--- config.mk ---
export PLATFORM = sky130hd
export DESIGN_NAME = bias_pe_collector
export DESIGN_NICKNAME = d
export VERILOG_FILES = /design/src/rtl/bias_pe_collector.sv
export SDC_FILE = /design/constraint.sdc
export NUM_CORES = 1
export LEC_CHECK = 0
export CAP_MARGIN = 10
export CELL_PAD_IN_SITES_DETAIL_PLACEMENT = 0
export CELL_PAD_IN_SITES_GLOBAL_PLACEMENT = 2
export CORE_MARGIN = 5
export CORE_UTILIZATION = 40
export DETAILED_ROUTE_END_ITERATION = 16
export GPL_TIMING_DRIVEN = 0
export HOLD_SLACK_MARGIN = 0.08
export PLACE_DENSITY = 0.88
export SLEW_MARGIN = 20
export SYNTH_ARGS = -nofsm -noshare
export SYNTH_HDL_FRONTEND = slang
export SYNTH_SLANG_ARGS = --single-unit
--- constraint.sdc ---
create_clock -name ap_clk -period 7.8 [get_ports ap_clk]
set_clock_uncertainty 0.15 [all_clocks]
set_input_delay 2.34 -clock ap_clk [delete_from_list [all_inputs] [get_ports ap_clk]]
set_output_delay 2.34 -clock ap_clk [all_outputs]
set_load 0.01 [all_outputs]
--- src/rtl/bias_pe_collector.sv ---
// rtl/bias_pe_collector.sv - bias bank owner and result collector for the bias PE
//
// Holds the per-neuron bias bank, presents bank[idx] to the PE as init_bias,
// accepts {net_sum, bias_change} results, forwards net_sum downstream and, in
// training passes, writes bias_change back into the bank. One pass over all
// neurons per start.
//
// Ports:
//   ap_clk, ap_rst_n, ap_ce     clock, async active-low reset, clock enable
//   start, training             pass request (IDLE only), training mode flag
//   in_valid/in_ready           PE result handshake
//   in_net_sum, in_bias_change  PE result pair
//   bias_out, idx_out           init_bias operand and current neuron index
//   out_valid/out_ready         downstream handshake
//   out_net_sum, out_idx        forwarded result and its neuron index
//   cfg_we, cfg_addr, cfg_wdata bank configuration writes (IDLE only)
//   busy, frame_done            pass in progress, end-of-pass pulse

module bias_pe_collector #(
    parameter int N_NEURONS = 8,
    parameter int DW        = 16,
    parameter int IW        = $clog2(N_NEURONS)
) (
    input  logic          ap_clk,
    input  logic          ap_rst_n,
    input  logic          ap_ce,
    input  logic          start,
    input  logic          training,
    input  logic          in_valid,
    output logic          in_ready,
    input  logic [DW-1:0] in_net_sum,
    input  logic [DW-1:0] in_bias_change,
    output logic [DW-1:0] bias_out,
    output logic [IW-1:0] idx_out,
    output logic          out_valid,
    input  logic          out_ready,
    output logic [DW-1:0] out_net_sum,
    output logic [IW-1:0] out_idx,
    input  logic          cfg_we,
    input  logic [IW-1:0] cfg_addr,
    input  logic [DW-1:0] cfg_wdata,
    output logic          busy,
    output logic          frame_done
);

    localparam logic [IW-1:0] LP_LAST  = IW'(N_NEURONS - 1);
    localparam logic [IW:0]   LP_DEPTH = (IW + 1)'(N_NEURONS);

    typedef enum logic [1:0] {
        S_IDLE  = 2'd0,
        S_RUN   = 2'd1,
        S_DRAIN = 2'd2
    } state_t;

    state_t        r_state;
    state_t        w_state_nxt;
    logic          w_frame_done_nxt;

    logic [DW-1:0] r_bank [N_NEURONS];
    logic [IW-1:0] r_idx;
    logic          r_training_q;
    logic          r_out_valid;
    logic [DW-1:0] r_out_net_sum;
    logic [IW-1:0] r_out_idx;
    logic          r_frame_done;

    logic          w_in_ready;
    logic          w_accept;
    logic          w_last;
    logic          w_start;
    logic          w_cfg_wr;
    logic          w_train_wr;

    // in_ready looks through the output register to out_ready so a result
    // can be accepted in the same cycle the previous one leaves.
    assign w_in_ready = (r_state == S_RUN) && (!r_out_valid || out_ready);
    assign w_accept   = ap_ce && in_valid && w_in_ready;
    assign w_last     = (r_idx == LP_LAST);
    assign w_start    = (r_state == S_IDLE) && start;
    assign w_cfg_wr   = ap_ce && (r_state == S_IDLE) && cfg_we &&
                        ({1'b0, cfg_addr} < LP_DEPTH);
    assign w_train_wr = w_accept && r_training_q;

    // Next-state logic
    always_comb begin
        w_state_nxt      = r_state;
        w_frame_done_nxt = 1'b0;
        case (r_state)
            S_IDLE: begin
                if (start) begin
                    w_state_nxt = S_RUN;
                end
            end
            S_RUN: begin
                if (w_accept && w_last) begin
                    w_state_nxt = S_DRAIN;
                end
            end
            S_DRAIN: begin
                // Finish once the last forwarded result has left (or leaves now).
                if (!r_out_valid || out_ready) begin
                    w_state_nxt      = S_IDLE;
                    w_frame_done_nxt = 1'b1;
                end
            end
            default: begin
                w_state_nxt = S_IDLE;
            end
        endcase
    end

    // State register and end-of-pass pulse
    always_ff @(posedge ap_clk or negedge ap_rst_n) begin
        if (!ap_rst_n) begin
            r_state      <= S_IDLE;
            r_frame_done <= 1'b0;
        end else if (ap_ce) begin
            r_state      <= w_state_nxt;
            r_frame_done <= w_frame_done_nxt;
        end
    end

    // Neuron index and latched training mode
    always_ff @(posedge ap_clk or negedge ap_rst_n) begin
        if (!ap_rst_n) begin
            r_idx        <= '0;
            r_training_q <= 1'b0;
        end else if (ap_ce) begin
            if (w_start) begin
                r_idx        <= '0;
                r_training_q <= training;
            end else if (w_accept) begin
                r_idx <= w_last ? '0 : r_idx + 1'b1;
            end
        end
    end

    // Forwarding register toward the activation stage
    always_ff @(posedge ap_clk or negedge ap_rst_n) begin
        if (!ap_rst_n) begin
            r_out_valid   <= 1'b0;
            r_out_net_sum <= '0;
            r_out_idx     <= '0;
        end else if (ap_ce) begin
            if (w_accept) begin
                r_out_valid   <= 1'b1;
                r_out_net_sum <= in_net_sum;
                r_out_idx     <= r_idx;
            end else if (out_ready) begin
                r_out_valid   <= 1'b0;
            end
        end
    end

    // Bias bank: configured in IDLE, updated by training write-back in RUN.
    // The two writers live in disjoint states, so they never collide.
    always_ff @(posedge ap_clk or negedge ap_rst_n) begin
        if (!ap_rst_n) begin
            for (int k = 0; k < N_NEURONS; k++) begin
                r_bank[k] <= '0;
            end
        end else if (w_train_wr) begin
            r_bank[r_idx] <= in_bias_change;
        end else if (w_cfg_wr) begin
            r_bank[cfg_addr] <= cfg_wdata;
        end
    end

    assign in_ready    = w_in_ready;
    assign bias_out    = r_bank[r_idx];
    assign idx_out     = r_idx;
    assign out_valid   = r_out_valid;
    assign out_net_sum = r_out_net_sum;
    assign out_idx     = r_out_idx;
    assign busy        = (r_state != S_IDLE);
    assign frame_done  = r_frame_done;

endmodule

After elaboration in Yosys (flattened, before gate mapping)
Cells that the tools add are included.
{"block": "classes", "n_eq_ne": 6, "n_lt_le_gt_ge": 4, "addsub": 1, "bitwise_logic": 2, "reduce_logical": 22, "n_mux": 22}
{"operator": "$bwmux 128", "count": 2}
{"operator": "$mux 128", "count": 2}
{"operator": "$demux 16 s3", "count": 2}
{"operator": "$mux 16", "count": 4}
{"operator": "$bmux 16 s3", "count": 1}
{"operator": "$logic_and 1x1->1", "count": 10}
{"operator": "$mux 3", "count": 3}
{"operator": "$ge 4x4->1 const B", "count": 2}
{"operator": "$lt 4x1->1 const B", "count": 2}
{"operator": "$not 3->4", "count": 2}
{"operator": "$reduce_and 2->1", "count": 4}
{"operator": "$reduce_bool 2->1", "count": 4}
{"operator": "$mux 2", "count": 3}
{"operator": "$pmux 2 s3", "count": 1}
{"operator": "$mux 1", "count": 4}
{"operator": "$ne 2x2->1 const B", "count": 2}
{"operator": "$reduce_and 4->1", "count": 1}
{"operator": "$add 3x1->3 const B", "count": 1}
{"operator": "$eq 3x3->1 const B", "count": 1}
{"operator": "$eq 2x1->1 const B", "count": 1}
{"operator": "$eq 2x2->1 const B", "count": 1}
{"operator": "$logic_not 2->1", "count": 1}
{"operator": "$ne 2x1->1 const B", "count": 1}
{"operator": "$logic_not 1->1", "count": 1}
{"operator": "$logic_or 1x1->1", "count": 1}
{"block": "totals", "ff_bits": 155, "input_bits": 59, "output_inout_bits": 42, "elab_cells": 72}

Logic depth before layout (Yosys ltp)
{"block": "logic_depth", "depth_word": 8, "depth_mapped": 8, "mapped_depth_nobuf": 4}

Worst setup path after synthesis
Ideal clock, no wire load.
{"block": "synth_timing", "path_kind": "input to output", "start": "in out_ready", "end": "out in_ready", "cell_stages": 2, "setup_slack_ns": 2.551, "required_time_ns": 5.310, "t_arrival_ns": 2.759, "n_path_buf": 0, "cell_sequence": "nand2b_1 and3_1"}
{"block": "synth_via", "elab_chain_len": 2}
{"item": "start: declaration", "line_no": "36", "rtl": "input logic out_ready,"}
{"item": "$logic_or 1x1->1", "line_no": "76", "rtl": "assign w_in_ready = (r_state == S_RUN) && (!r_out_valid || out_ready);"}
{"item": "$logic_and 1x1->1", "line_no": "76"}
{"item": "end: declaration", "line_no": "30", "rtl": "output logic in_ready,"}
No other way between the ends.

Worst setup path after layout
Ends and elaborated chain as after synthesis.

==> impl_metrics.ini <==
[global_routing]
first_global_vias = 8176
grt_overflow = 0
globalRouteTotalUtil_pct = 23.18
grt_max_degree = 92
grt_pass1_wl_um = 50080
antenna_found_initial = 1

[place]
gp_congestion = 0.8521
portBuffers = 65
hpwl_um = 23030
placed_area_mm2 = 0.01101

[route]
vias = 7921
drc = 0
drt_first_pass_iters = 5
wl_per_cell_um = 22.40
ant_nets = 0
vias_per_cell = 5.482
drt_iter0_drc = 707
finalWirelength_um = 32370

[worst_setup_path]
path_class = in -> out
worst_ep_required_time_ns = 5.31
crit_cells = 4
crit_path_frequent_cell = clkdlybuf4s50_1
crit_end = in_ready
ff2ff_path_depth = 6
path_cells = clkdlybuf4s50_1 -> nand2b_1 -> and3_1 -> clkdlybuf4s50_1
r2r_slack_ns = 5.14
slowest_stage = clkdlybuf4s50_1
worst_ep_arrival_time_ns = 3.80
endpoint_kind = output port
r2r_end = r_bank[78]$_DFFE_PN0P_
reg2reg_from = idx_out[2]$_DFFE_PN0P_
crit_family = buffers and inverters
critical_path.startpoint = out_ready
setup.worst_path.start_class = input pin
critPathBufInv = 2
critPathMaxStageDelay_ns = 0.54
cp_max_fo = 7

[cts]
path_clk_slew_ns = 0.07
cts_tree = built
clockRootBuffer = clkbuf_16
cts_sinks = 155
numCtsBuffers = 17
insertion_delay_ns = 0.43
hold_buffers = 0
clockBufferDepth = 2
cts_setup_buffers = 0
htree_levels = 4
post_cts_resized = 0

[synth]
synth-seq-area-share_pct = 39.10
synthDominantCellAreaShare_pct = 39.10
synth_top_area_cell = dfrtp_1
ys_types = 52
synth-async-reset-ratio_pct = 100.0
yosys_register_bits = 155
yosysWarnings = 0
synth_edf_count = 0
synth_ff_type = dfrtp_1
synth_area_leaders = dfrtp_1 (39%), mux2i_1 (13%), mux2_2 (13%)
syn_nets = 1084
postSynthAreaPerCell_um2 = 9.698
synth_area_mm2 = 0.009921
synthCells = 1023

[run]
drv_cap = 0

[layout]
multiInputGateArea_mm2 = 0.005321
num_antenna_cells = 0
nets = 1169
fin_area_mm2 = 0.01163
syn_to_final_growth_pct = 17.25
seq_area_mm2 = 0.003879
fillers = 2367
drive_above_1_share_pct = 20.96

[floorplan]
rows = 57
dieArea_mm2 = 0.02805
ios = 101
core-area_mm2 = 0.02439
fp.dieH_um = 167.5
start_util_pct = 40.67
die_x_um = 167.5

[sta]
worst_slew_pin_slew_ns = 0.7951
drv_slew = 0
fmax_ghz = 0.1589
setup-tns-final_ns = 0
hold_viol = 0
fin_crit_ns = 6.293
finalCritPeriodShare_pct = 80.69
setup_viol = 0
rsz0062_at_grt = no
maxSlewHeadroom_pct = 46.99

[hold_path]
hold_class = reg -> reg

[power]
p_per_area_mw_per_mm2 = 258.8
irDropWorstVdd_mv = 0.1336
p_leak_nw = 5.595

[status]
outcome = finished, final reports clean
## final cells by class
cell class | count | area share (%)
repair buffers | 66 | 5.873
clock buffers | 18 | 3.775
multi-input cells | 727 | 45.75
clock inverters | 14 | 1.581
well taps | 324 | 3.485
plain buffers | 108 | 5.131
inverters | 33 | 1.065
flip-flops and latches | 155 | 33.34
## flip-flops by register name, summed over array words and instances (netlist names)
| name | count |
|---|---|
| out_net_sum | 16 |
| r_training_q | 1 |
| out_idx | 3 |
| r_state | 2 |
| idx_out | 3 |
| frame_done | 1 |
| out_valid | 1 |
| r_bank | 128 |
## cells in the final DEF, fill, tap and decap left out, types with 4 or more instances in the layout
cell / netlist / final
buf_1: 27 / 27
a22oi_1: 19 / 19
a22o_1: 6 / 6
mux2i_1: 133 / 133
nor2_1: 13 / 13
buf_6: 19 / 19
o21ai_0: 11 / 11
nand2_1: 323 / 323
and3b_1: 6 / 6
clkbuf_16: 0 / 17
buf_2: 15 / 15
inv_1: 32 / 32
mux4_2: 5 / 5
a221o_1: 5 / 5
mux2_4: 18 / 18
inv_6: 0 / 4
o22ai_4: 6 / 6
clkbuf_1: 39 / 39
dfrtp_1: 155 / 155
buf_4: 8 / 8
a221oi_1: 13 / 13
mux2_2: 118 / 118
nor3b_2: 4 / 4
nor2b_1: 4 / 4
clkdlybuf4s50_1: 0 / 64
## cell usage after synthesis, drive strengths merged, types with 5 or more instances
cell type / instances
inv: 33
a221oi: 13
o22ai: 9
nand2: 323
a22oi: 19
o21ai: 11
mux4: 5
nor2: 13
a22o: 6
a221o: 5
mux2i: 133
mux2: 136
dfrtp: 155
buf: 69
nor3b: 6
and3b: 6
clkbuf: 39
## cell families (layout without fill, tap and decap cells)
kind of cell,after synthesis,count (layout),synth area share (%)
buffers and inverters,141,239,7.265
DFF,155,155,39.10
AOI/OAI and AO/OA,78,78,7.000
and+or+nand+nor,373,373,15.71
adders and majority gates,2,2,0.2522
muxes,274,274,30.67
## worst register-to-register path, stage by stage (launching register included)
cell and delay [ns]:
dfrtp_1 0.44, buf_4 0.20, nor2b_1 0.52, nand2_1 0.20
o22ai_4 0.37, buf_4 0.30, mux2_2 0.37
## metal layers
layer	routed length, um	track usage [%]
met4	902	7.622
met1	14030	30.43
met3	1632	4.078
met2	15810	38.96
met5	0	0
## metrics by stage
step | hold WS, ns | setup WS, ns | utilization (%) | power, mW | instances
after global routing | 0.3449 | 1.460 | 47.69 | 3.173 | 1445
after detailed placement | 0.3119 | 1.509 | 45.14 | 2.126 | 1413
final | 0.3252 | 1.507 | 47.69 | 3.010 | 1445
after CTS | 0.3305 | 1.494 | 47.69 | 3.028 | 1445
after global placement | 0.3081 | -2.759 | 45.00 | 2.112 | 1412
after floorplan | 0.3221 | 2.551 | - | 1.652 | 1023
## worst min-delay path by stage
stage / startpoint / end / slack [ns] / depth (start not counted)
4_1_cts: out_net_sum[7]$_DFFE_PN0P_ / out_net_sum[7]$_DFFE_PN0P_ / 0.33 / 2
3_3_place_gp: out_net_sum[2]$_DFFE_PN0P_ / out_net_sum[2]$_DFFE_PN0P_ / 0.31 / 2
6_report: out_net_sum[0]$_DFFE_PN0P_ / out_net_sum[0]$_DFFE_PN0P_ / 0.33 / 2
2_1_floorplan: r_bank[64]$_DFFE_PN0P_ / r_bank[64]$_DFFE_PN0P_ / 0.32 / 1
3_5_place_dp: out_net_sum[7]$_DFFE_PN0P_ / out_net_sum[7]$_DFFE_PN0P_ / 0.31 / 2
5_1_grt: out_net_sum[10]$_DFFE_PN0P_ / out_net_sum[10]$_DFFE_PN0P_ / 0.34 / 2
## where the power goes
| part | internal, mW | switching (mW) | leakage (nW) |
|---|---|---|---|
| clock network | 0.521 | 0.377 | 0.298 |
| logic | 0.444 | 0.645 | 3.25 |
| registers | 0.936 | 0.0873 | 2.05 |
| total | 1.90 | 1.11 | 5.59 |
(Power assumes the default switching activity.)
